--- src/rtl/pamac_pkg.sv ---
// Shared types for the PAMAC Booth sequencer: digit encoding and micro-op bundle.
// Latency: none (types and constants only).
// Backpressure: not applicable.
package pamac_pkg;

    localparam int NUM_DIGITS = 8;
    localparam int SHIFT_W    = 3;

    // One radix-4 Booth digit: magnitude-2 flag, sign and non-zero flag.
    typedef struct packed {
        logic mag2;
        logic neg;
        logic nz;
    } booth_digit_t;

    // One shifter/accumulator micro-op as presented to the datapath.
    typedef struct packed {
        logic [SHIFT_W-1:0] shift;
        logic               mag2;
        logic               neg;
        logic               zero;
        logic               first;
        logic               last;
    } pamac_op_t;

endpackage

--- src/rtl/booth_r4_enc.sv ---
// Radix-4 Booth encoder: 16-bit signed weight to eight {mag2,neg,nz} digits.
// Latency: purely combinational.
// Backpressure: none; output follows input.
module booth_r4_enc
    import pamac_pkg::*;
(
    input  logic [15:0]                   w_i,
    output booth_digit_t [NUM_DIGITS-1:0] dig_o
);

    // w extended with the implicit w[-1]=0 so every digit sees a full triplet.
    logic [16:0] wx;
    assign wx = {w_i, 1'b0};

    // Decode each triplet {w[2i+1], w[2i], w[2i-1]} into digit flags.
    always_comb begin
        logic [2:0] t;
        dig_o = '0;
        for (int i = 0; i < NUM_DIGITS; i++) begin
            t = wx[2*i +: 3];
            dig_o[i].nz   = !((t == 3'b000) || (t == 3'b111));
            dig_o[i].neg  = t[2] & ~(t[1] & t[0]);
            dig_o[i].mag2 = (t == 3'b011) || (t == 3'b100);
        end
    end

endmodule

--- src/rtl/pamac_booth_sched.sv ---
// Booth-digit sequencer: one shifter/accumulator micro-op per (non-zero) digit.
// Latency: first op presented the cycle after weight acceptance, then 1 op/cycle.
// Backpressure: op fields hold while op_valid & !op_ready; w_ready only in IDLE or on the last firing op.
module pamac_booth_sched
    import pamac_pkg::*;
#(
    parameter int DATA_W    = 16,
    parameter bit SKIP_ZERO = 1'b1
) (
    input  logic              clk,
    input  logic              rst,
    input  logic              flush,
    input  logic              w_valid,
    output logic              w_ready,
    input  logic [DATA_W-1:0] w_data,
    output logic              op_valid,
    input  logic              op_ready,
    output logic [2:0]        op_shift,
    output logic              op_mag2,
    output logic              op_neg,
    output logic              op_zero,
    output logic              op_first,
    output logic              op_last,
    output logic              busy
);

    localparam logic [0:0] ST_IDLE  = 1'b0;
    localparam logic [0:0] ST_ISSUE = 1'b1;

    logic [0:0]            state_q, state_d;
    logic [NUM_DIGITS-1:0] mask_q, mask_d;
    logic [NUM_DIGITS-1:0] mag2_q, mag2_d;
    logic [NUM_DIGITS-1:0] neg_q, neg_d;
    logic [NUM_DIGITS-1:0] nz_q, nz_d;
    logic                  first_q, first_d;

    booth_digit_t [NUM_DIGITS-1:0] dig;
    logic [NUM_DIGITS-1:0]         dig_nz, dig_mag2, dig_neg, load_mask;
    logic [SHIFT_W-1:0]            sel;
    logic                          one_left, fire, accept;
    pamac_op_t                     op;

    booth_r4_enc u_enc (
        .w_i   (w_data),
        .dig_o (dig)
    );

    // Flatten digit flags; an all-zero weight still needs one zero op at digit 0.
    always_comb begin
        dig_nz   = '0;
        dig_mag2 = '0;
        dig_neg  = '0;
        for (int i = 0; i < NUM_DIGITS; i++) begin
            dig_nz[i]   = dig[i].nz;
            dig_mag2[i] = dig[i].mag2;
            dig_neg[i]  = dig[i].neg;
        end
        if (!SKIP_ZERO)
            load_mask = '1;
        else if (dig_nz == '0)
            load_mask = 8'h01;
        else
            load_mask = dig_nz;
    end

    // Lowest set mask bit wins so digits issue in ascending shift order.
    always_comb begin
        sel = '0;
        for (int i = NUM_DIGITS - 1; i >= 0; i--) begin
            if (mask_q[i])
                sel = SHIFT_W'(i);
        end
    end

    assign one_left = (mask_q != '0) && ((mask_q & (mask_q - 8'd1)) == '0);
    assign op_valid = (state_q == ST_ISSUE) && !rst;
    assign fire     = op_valid & op_ready;
    assign busy     = (state_q != ST_IDLE);
    assign w_ready  = !rst && !flush &&
                      ((state_q == ST_IDLE) || (one_left && op_ready));
    assign accept   = w_valid & w_ready;

    // Build the presented op; every field is zero when nothing is offered.
    always_comb begin
        op = '0;
        if (op_valid) begin
            op.shift = sel;
            op.mag2  = mag2_q[sel];
            op.neg   = neg_q[sel];
            op.zero  = !nz_q[sel];
            op.first = first_q;
            op.last  = one_left;
        end
    end

    assign op_shift = op.shift;
    assign op_mag2  = op.mag2;
    assign op_neg   = op.neg;
    assign op_zero  = op.zero;
    assign op_first = op.first;
    assign op_last  = op.last;

    // Next state: flush beats fire and accept; accept on the last fire reloads without a bubble.
    always_comb begin
        state_d = state_q;
        mask_d  = mask_q;
        mag2_d  = mag2_q;
        neg_d   = neg_q;
        nz_d    = nz_q;
        first_d = first_q;
        if (flush) begin
            state_d = ST_IDLE;
            mask_d  = '0;
            first_d = 1'b0;
        end else if (accept) begin
            state_d = ST_ISSUE;
            mask_d  = load_mask;
            mag2_d  = dig_mag2;
            neg_d   = dig_neg;
            nz_d    = dig_nz;
            first_d = 1'b1;
        end else if (fire) begin
            mask_d[sel] = 1'b0;
            first_d     = 1'b0;
            if (one_left)
                state_d = ST_IDLE;
        end
    end

    // State registers with synchronous reset.
    always_ff @(posedge clk) begin
        if (rst) begin
            state_q <= ST_IDLE;
            mask_q  <= '0;
            mag2_q  <= '0;
            neg_q   <= '0;
            nz_q    <= '0;
            first_q <= 1'b0;
        end else begin
            state_q <= state_d;
            mask_q  <= mask_d;
            mag2_q  <= mag2_d;
            neg_q   <= neg_d;
            nz_q    <= nz_d;
            first_q <= first_d;
        end
    end

endmodule

--- config.mk ---
export PLATFORM = sky130hd
export DESIGN_NAME = pamac_booth_sched
export DESIGN_NICKNAME = d
export VERILOG_FILES = /design/src/rtl/pamac_pkg.sv /design/src/rtl/booth_r4_enc.sv /design/src/rtl/pamac_booth_sched.sv
export SDC_FILE = /design/constraint.sdc
export NUM_CORES = 1
export LEC_CHECK = 0
export ABC_AREA = 1
export BUFFER_PORTS_ARGS = -buffer_cell sky130_fd_sc_hd__buf_4
export CELL_PAD_IN_SITES_DETAIL_PLACEMENT = 1
export CELL_PAD_IN_SITES_GLOBAL_PLACEMENT = 2
export CORE_AREA = 2 2 64 112
export CTS_BUF_LIST = sky130_fd_sc_hd__clkbuf_4 sky130_fd_sc_hd__clkbuf_8 sky130_fd_sc_hd__clkbuf_16
export DETAILED_ROUTE_END_ITERATION = 10
export DIE_AREA = 0 0 66 114
export PLACE_DENSITY = 0.84
export SKIP_CTS_REPAIR_TIMING = 1
export SLEW_MARGIN = 0
export SYNTH_ARGS = -nofsm -noshare
export SYNTH_HDL_FRONTEND = slang
export SYNTH_HIERARCHICAL = 1
export SYNTH_SLANG_ARGS = --single-unit
--- constraint.sdc ---
create_clock -name clk -period 3.9 [get_ports clk]
set_clock_uncertainty 0.05 [all_clocks]
set_input_delay 0.195 -clock clk [delete_from_list [all_inputs] [get_ports clk]]
set_output_delay 0.195 -clock clk [all_outputs]
set_load 0.1 [all_outputs]
## Yosys cells after proc, flatten, opt, wreduce, memory -nomap -nowiden

Cells that the tools add are included.

- Bits in registers: 34
- Output and inout port bits: 11
- Word-level logic and storage cells: 132

- Multiplexer cells: 25
- Add/sub/neg operators: 1
- Reduce and logical (&&, ||, !) cells: 48
- Equal/unequal tests: 22
- Order comparisons: 2
- Bitwise logic cells: 28

Operator list:

| kind | count |
|---|---|
| $eq 3x3->1 const B | 14 |
| $mux 8 | 4 |
| $logic_not 3->1 | 8 |
| $mux 3 | 8 |
| $eq 3x2->1 const B | 7 |
| $and 1x1->1 | 16 |
| $and 8x8->8 | 2 |
| $logic_not 8->1 | 2 |
| $logic_or 1x1->1 | 15 |
| $logic_not 1->1 | 11 |
| $bmux 1 s3 | 3 |
| $mux 1 | 9 |
| $not 1->1 | 9 |
| $not 8->8 | 1 |
| $reduce_bool 8->1 | 1 |
| $sub 8x1->8 const B | 1 |
| $logic_and 1x1->1 | 6 |
| $lt 3x4->1 const B | 1 |
| $reduce_and 2->1 | 2 |
| $reduce_bool 2->1 | 2 |
| $demux 1 s3 | 1 |
| $ge 3x1->1 const B | 1 |
| $eq 2x2->1 const B | 1 |
| $reduce_or 2->1 | 1 |

## Longest topological paths before layout

Gate-level depths: netlist of the first run.

- Depth in word-level cells: 16
- Depth in mapped cells: 13

## Cells and area by module

The synthesis of the first run kept the hierarchy.

Modules (own cells, without submodules):

| module | cells an instance | sequential area each (um2) | area each (um2) | instances |
|---|---|---|---|---|
| pamac_booth_sched | 256 | 680.7 | 1778.0 | 1 |
| booth_r4_enc | 74 | 0.0 | 305.3 | 1 |

## Least setup slack after synthesis of the first run

Ideal clock, no wire load.

- Kind: flip-flop to output port
- Start: register state_q, in the netlist busy
- End: output port op_mag2
- Stages on the path, launching flop included: 7
- Slack: 677 ps
- Path buffers: 0
- Data arrival time: 2978 ps
- Cells stage by stage: dfxtp_1 -> nand2_1 -> inv_1 -> o21ai_0 -> nor2_1 -> nand2_1 -> inv_1

- Word-level cells in the longest chain between the ends: 2

Ends and longest elaborated chain:

| item | line | RTL |
|---|---|---|
| start: declaration | pamac_booth_sched.sv:30 | `logic [0:0] state_q, state_d;` |
| start signal: assignment | pamac_booth_sched.sv:140 | `state_q <= state_d;` |
| $logic_and 1x1->1 | pamac_booth_sched.sv:76 | `assign op_valid = (state_q == ST_ISSUE) && !rst;` |
| net op_valid | pamac_booth_sched.sv:16 | `output logic op_valid,` |
| $mux 8 | pamac_booth_sched.sv:86 | `if (op_valid) begin` |
| end: declaration | pamac_booth_sched.sv:19 | `output logic op_mag2,` |

The timed path passes the listed nets, and every way through them passes these cells.

## Worst setup path after layout of the first run

- Start: register mask_q[6]
- End: output port op_mag2

- Word-level cells in the longest chain between the ends: 10

Ends and longest elaborated chain:

| item | line | RTL |
|---|---|---|
| start: declaration | pamac_booth_sched.sv:31 | `logic [NUM_DIGITS-1:0] mask_q, mask_d;` |
| start signal: assignment | pamac_booth_sched.sv:141 | `mask_q <= mask_d;` |
| $mux 3 (7 in a row) | pamac_booth_sched.sv:70 | `if (mask_q[i])` |
| $bmux 1 s3 | pamac_booth_sched.sv:88 | `op.mag2 = mag2_q[sel];` |
| $mux 1 (implied by the code) | pamac_booth_sched.sv:88 |  |
| $mux 8 | pamac_booth_sched.sv:86 |  |

Every way passes these cells. The select of a mux whose other input is x is not followed.

==> results of run 1 <==
worst paths after layout:
check	end	cells past startpoint
hold / removal	mag2_q[0]$_SDFFE_PP0P_	4
hold reg to reg	neg_q[3]$_SDFFE_PP0P_	2
setup reg to reg	mask_q[0]$_SDFFE_PP0P_	10
setup / recovery	op_mag2	13
Yosys cell counts (all sizes together):
cell,instances
nand4,2
o21ai,25
dfxtp,34
buf,9
nand3,49
o211ai,4
a21oi,40
nor2,29
o31ai,1
nand2,84
nor3,2
clkbuf,6
inv,42
or2,2
nor4,1
layout by cell type (no fill, tap or decap), drive strengths merged:
master / instances
nor3: 2
nor4: 1
nand4: 2
clkbuf: 7
or2: 2
clkinv: 1
nor2: 29
o31ai: 1
nand2: 84
nand3: 49
o211ai: 4
o21ai: 25
dfxtp: 34
a21oi: 40
buf: 31
inv: 42
metrics by stage:
step / setup slack [ns] / power [uW] / instance area [sq um] / utilization, % / std cells
finish: 1.161 / 926.7 / 2490 / 37.13 / 438
global route: 0.8429 / 970.4 / 2490 / 37.13 / 438
CTS: 1.156 / 936.1 / 2490 / 37.13 / 438
detailed placement: 1.458 / 529.5 / 2338 / 34.87 / 430
global placement: 1.576 / 525.9 / 2338 / 34.87 / 430
floorplan: 0.6766 / 477.3 / 2083 / - / 330
critical path, stage by stage, from the launching register on:
cell      delay [ns]
dfxtp_1         0.37
inv_1           0.06
a21oi_1         0.12
nor2_1          0.05
o21ai_0         0.20
nand2_1         0.08
nand2_1         0.51
nand2_1         0.12
o211ai_1        0.12
nand2_1         0.09
nand2_1         0.10
nand2_1         0.07
inv_1           0.05
buf_4           0.27
metal layers:
metal	vias up	share of wire, %
met1	1027	37
met2	45	56
li1	1119	-
met4	0	4.2
met5	-	0
met3	20	2.3
power groups by stage:
stage,logic (uW),registers [uW],clock network (uW)
after floorplan,102,376,0
after global placement,152,374,0
after detailed placement,155,374,0
after CTS,156,367,413
after global routing,173,368,429
final,154,367,406
state kept, by name, indices dropped and copies added (netlist names):
register  flops
busy          1
first_q       1
mag2_q        8
mask_q        8
neg_q         8
nz_q          8
cell type report:
type,count,area (sq um)
tap,84,105.1
clock inverter,1,5.005
multi-input combinational,239,1162
clock buffer,7,146.4
sequential,34,680.7
fill,910,4217
inverter,42,157.7
timing repair buffer,31,232.7
logic make-up after synthesis:
kind of cell	count (synthesis)	synth area share [%]
AO/OA/AOI/OAI	70	18.68
flip-flops	34	32.67
AND/OR/NAND/NOR	169	37.12
buffers and inverters	57	11.53
==> results.md, run 1 <==
* Worst-path clk slew at 0.06 ns
* Clk pwr share at 43.8%
* Die X at approximately 66 microns
* CTS tree: built
* Clk_lat worst skew at between 0.2 and 0.3 ns
* Critical path class: reg2out
* WP data arrival at around 2.5 ns
* P_leak at around 0.0011 uW
* Met1 Usage GRT at about a fifth
* Dominant cells by area after synthesis: dfxtp_1, nand2_1, nand3_1
* Global Route met3 Usage at 2.564%
* HP Class: in2reg
* Origin of the worst setup path: mask_q[6]$_SDFFE_PP0P_
* Vias post-DR at approximately 2200
* Max cap viols at 0
* H-Tree Depth at 2
* Placement Rows at 40
* Internal Power at 667.1 uW
* Initial Util at 31.06%
* Final period utilization at a little over two thirds
* Post-Syn Area at 2083 sq um
* Netlist cell types at 28
* Final antenna-violating net count at 0
* Iteration-0 DRC Markers at 88
* Syn_nets at between 300 and 400
* Total Wirelength at about 6.4 mm
* Die ar. at ~7500 sq um
* Slew at the pin with the worst max-slew slack at 0.7231 ns
* IO Pins at 32
* Synth area leader: dfxtp_1
* Initial antenna violation count at 0
* GRT busiest layer: met2
* RSZ-0062 raised after global routing: no
* Clk sinks at 34
* Hold_sp: w_data[0]
* Post-Synthesis Cells at 330
* Worst setup SP type: flip-flop
* NetSw at 259.6 uW
* Status: finished, final reports clean
* Final critical-path required period at between 2 and 3 ns
* Fraction of layout cells with a size suffix above 1 at between 10% and 20%
* Number of vias per cell at 5.048
* CTS Buffer Depth at 2
* Reg2reg start: mask_q[0]$_SDFFE_PP0P_
* First drt pass iteration count at 4
* Die Y-Extent at 114 microns
* Hpwl dp at 4.859 mm
* Congestion Overflow GR at 0
* Crit path required time at 3.65 ns
* Max Fclk at 365.1 MHz
* Ys Warns at 6
* Fin Setup TNS at 0 ns
* Combinational share of power at between 10% and 20%
* Max_slew headroom at around 52%
* Final count of negative-setup-slack endpoints at 0
* Sequential cell fraction of total power at 39.6%
* CP endpoint kind: output pin
* Yosys top cell area share at 32.67%
* Gr usage total at 18.73%
* Final Max Slew Viols at 0
* Net Sw Frac at 28.01%
* Vias in the first global route at 2249
* VDD IR max at 0.2007 mV
* Total CTS buffers at 5
* Core area at about 6700 sq um
* Flop2flop setup slack at 1.61 ns
* Wirelength per Cell at roughly 15 microns
* Layout area overhead at 19.52%
* Syn_area_per_cell at 6.313 sq um
* Largest net degree at the start of global routing at 45
* Sequential area share after synthesis at between 30% and 40%
* Clock Tree Root: clkbuf_16
* Port Buffers at 31
* FF+latch count, synth at 34
* First-pass GRT wire length at 10.70 mm
* Critical path peak fanout at 22
* Pwr dens at 372.2 nW/um^2
* Final hold viol count at 0
* M2 GR Usage at 35.08%
* Post-route DRC at 0
* Final nets at roughly 370
* Hold Slack at between 0.15 and 0.2 ns
* N_diodes at 0
* Gpl congestion at about 0.81
Power figures use the tool's default switching activity.
==> run 2, diff against run 1 <==
--- a/config.mk
+++ b/config.mk
@@ -9,11 +9,11 @@
 export BUFFER_PORTS_ARGS = -buffer_cell sky130_fd_sc_hd__buf_4
 export CELL_PAD_IN_SITES_DETAIL_PLACEMENT = 1
 export CELL_PAD_IN_SITES_GLOBAL_PLACEMENT = 2
-export CORE_AREA = 2 2 64 112
+export CORE_AREA = 2 2 70 122
 export CTS_BUF_LIST = sky130_fd_sc_hd__clkbuf_4 sky130_fd_sc_hd__clkbuf_8 sky130_fd_sc_hd__clkbuf_16
 export DETAILED_ROUTE_END_ITERATION = 10
-export DIE_AREA = 0 0 66 114
-export PLACE_DENSITY = 0.84
+export DIE_AREA = 0 0 72 124
+export PLACE_DENSITY = 0.75
 export SKIP_CTS_REPAIR_TIMING = 1
 export SLEW_MARGIN = 0
 export SYNTH_ARGS = -nofsm -noshare
==> constraint.sdc (replaced) <==
create_clock -name clk -period 2.5 [get_ports clk]
set_clock_uncertainty 0.05 [all_clocks]
set_input_delay 0.125 -clock clk [delete_from_list [all_inputs] [get_ports clk]]
set_output_delay 0.125 -clock clk [all_outputs]
set_load 0.1 [all_outputs]
==> run 2 against run 1 <==
  * Final area rose by 4.5%
  * Largest power group unchanged
  * Highest routed layer unchanged
  * Clock-buffer cell count down 1
  * Combinational power grew 67%
  * Worst setup slack got worse by 0.95 ns
  * Worst hold slack got worse by 0.098 ns
  * Clock power increased by 50%
  * First-iteration DRC count decreased by 18%
  * Via count fell by 1.2%
  * Sequential power up 56%
==> results.md, run 2 (same netlist as run 1, synthesis figures left out) <==
* Status: finished, final reports clean
* WP data arrival at 2.11 ns
* Crit-path cells: inv_1 > a21oi_1 > nor2_1 > o21ai_1 > nand2_1 > nand2_4 > buf_4 > nand2_1 > o21ai_0 > nor2_1 > nand2_1 > inv_1 > buf_4
* Post-route cell area at 2603 sq um
* RSZ-0062 raised after global routing: no
* Core area at 7909 sq um
* IO Pins at 32
* Initial antenna violation count at 0
* Final critical-path required period at 2.286 ns
* Final count of negative-setup-slack endpoints at 0
* First drt pass iteration count at 4
* Worst-path clk slew at 0.05 ns
* Most frequent cells in the layout: nand2_1, nand3_1, buf_4
* CTS Buffer Depth at 2
* Bufs and invs on worst path at 4
* Critical path class: reg2out
* Hpwl dp at around 5.3 mm
* Congestion Overflow GR at 0
* Placement Rows at 43
* Final nets at just under 400
* Crit path required time at approximately 2.3 ns
* Final Max Slew Viols at 0
* Wirelength per Cell at 14.79 microns
* Gpl congestion at 0.8024
* Vias in the first global route at 2215
* Commonest non-fill, non-tap cell in the layout: nand2_1
* Initial Util at 26.34%
* Worst setup SP type: flip-flop
* Slew at the pin with the worst max-slew slack at 0.5929 ns
* Fraction of layout cells with a size suffix above 1 at roughly a fifth
* Met2 Wirelength at 3.795 mm
* N_diodes at 0
* Final period utilization at 91.45%
* Largest net degree at the start of global routing at 28
* Fin Setup TNS at 0 ns
* Port Buffers at 31
* Clock Tree Root: clkbuf_16
* Final non-filler cell total at 454
* Max cap viols at 0
* Die X at between 70 and 80 microns
* Final hold viol count at 0
* Metal3 WL at approximately 150 microns
* Die ar. at ~8900 sq um
* Post-place instance area at about 2400 sq um
* Iteration-0 DRC Markers at just over 70
* Vias post-DR at roughly 2200
* First-pass GRT wire length at around 11 mm
* HP Class: in2reg
* CP top delay family: simple AND/OR/NAND/NOR gates
* Final antenna-violating net count at 0
* Total Wirelength at 6.715 mm
* Layout area overhead at 24.93%
* Pwr dens at 552.7 nW/um^2
* Max incr delay on CP at roughly 0.36 ns
* Met1 WL at 2.624 mm
* Number of vias per cell at 4.813
* Max_slew headroom at 60.11%
* Placed cell count at 445
* Total CTS buffers at 5
* Clk sinks at 34
* CP most frequent cell: nand2_1
* Final Core Density at 32.91%
* CP endpoint kind: output pin
* CTS tree: built
* Fill count at around 1000
* Post-route DRC at 0
* VDD IR max at 0.2421 mV
* Gr usage total at 16.62%
* Max Fclk at 437.4 MHz
* Post-route total power at 1438 uW
* Top Metal Used: met4
* Clk_lat worst skew at 0.29 ns
* P_leak at about 0.0012 uW
* Slowest cell on the critical path: dfxtp_1
* Die Y-Extent at 124 microns
* H-Tree Depth at 2
* Critical path peak fanout at 13
## run 2: changes by cell type in the layout (fill, tap and decap cells not counted)
cell	previous run	this run
dfxtp_2	0	1
o21ai_1	9	10
inv_1	42	41
dfxtp_1	34	33
clkbuf_4	1	0
clkinv_2	1	0
nor2_2	2	3
nand2_4	0	1
clkinvlp_4	0	1
buf_12	0	1
buf_4	31	42
nand2_1	82	81
nor2_1	25	24
o21ai_0	14	13
## run 2: layer usage
layer / up-vias / GRT usage, %
li1: 1142 / -
met1: 1008 / 16.89
met2: 28 / 32.70
met3: 7 / 2.184
met4: 0 / 7.429
met5: - / 0
## run 2: metrics by stage
| step | setup slack [ns] | hold slack (ns) |
|---|---|---|
| 2_1_floorplan | 0.03570 | 0.2673 |
| 3_3_place_gp | 0.3528 | 0.3698 |
| 3_5_place_dp | 0.2364 | 0.3825 |
| 4_1_cts | -0.06900 | 0.07812 |
| 5_1_grt | 0.03834 | 0.1225 |
| 6_report | 0.2137 | 0.07134 |
## run 2: area by class of cell
cell class	instances	area, sq um	area share (%)
flip-flops and latches	34	681.9	26.20
multi-input cells	239	1172	45.05
inverters	42	161.4	6.202
well taps	90	112.6	4.327
repair buffers	43	335.3	12.88
clock buffers	6	138.9	5.337
## run 2: path summary, 6_finish.rpt
kind	from	to	slack, ns	cells past startpoint
setup reg to reg	mask_q[2]$_SDFFE_PP0P_	mask_q[7]$_SDFFE_PP0P_	0.39	11
hold / removal	w_data[0]	mag2_q[0]$_SDFFE_PP0P_	0.07	4
hold reg to reg	neg_q[3]$_SDFFE_PP0P_	neg_q[3]$_SDFFE_PP0P_	0.40	2
setup / recovery	mask_q[6]$_SDFFE_PP0P_	op_mag2	0.21	13
## run 2: where the power goes
group / switching [uW] / internal [uW]
Combinational: 170 / 86.6
Clock: 224 / 385
Sequential: 10.4 / 562
Total: 405 / 1030
## run 2: worst register-to-register path, cell delays in order (launching register included)
cell and delay (ns):
dfxtp_1 0.33, nor2_2 0.22, nand2_2 0.14, nand2_1 0.11, nand2_1 0.09, nor2_4 0.12, nand4_4 0.14, a21oi_4 0.27
buf_4 0.20, buf_4 0.14, nand3_2 0.09, a21oi_2 0.14
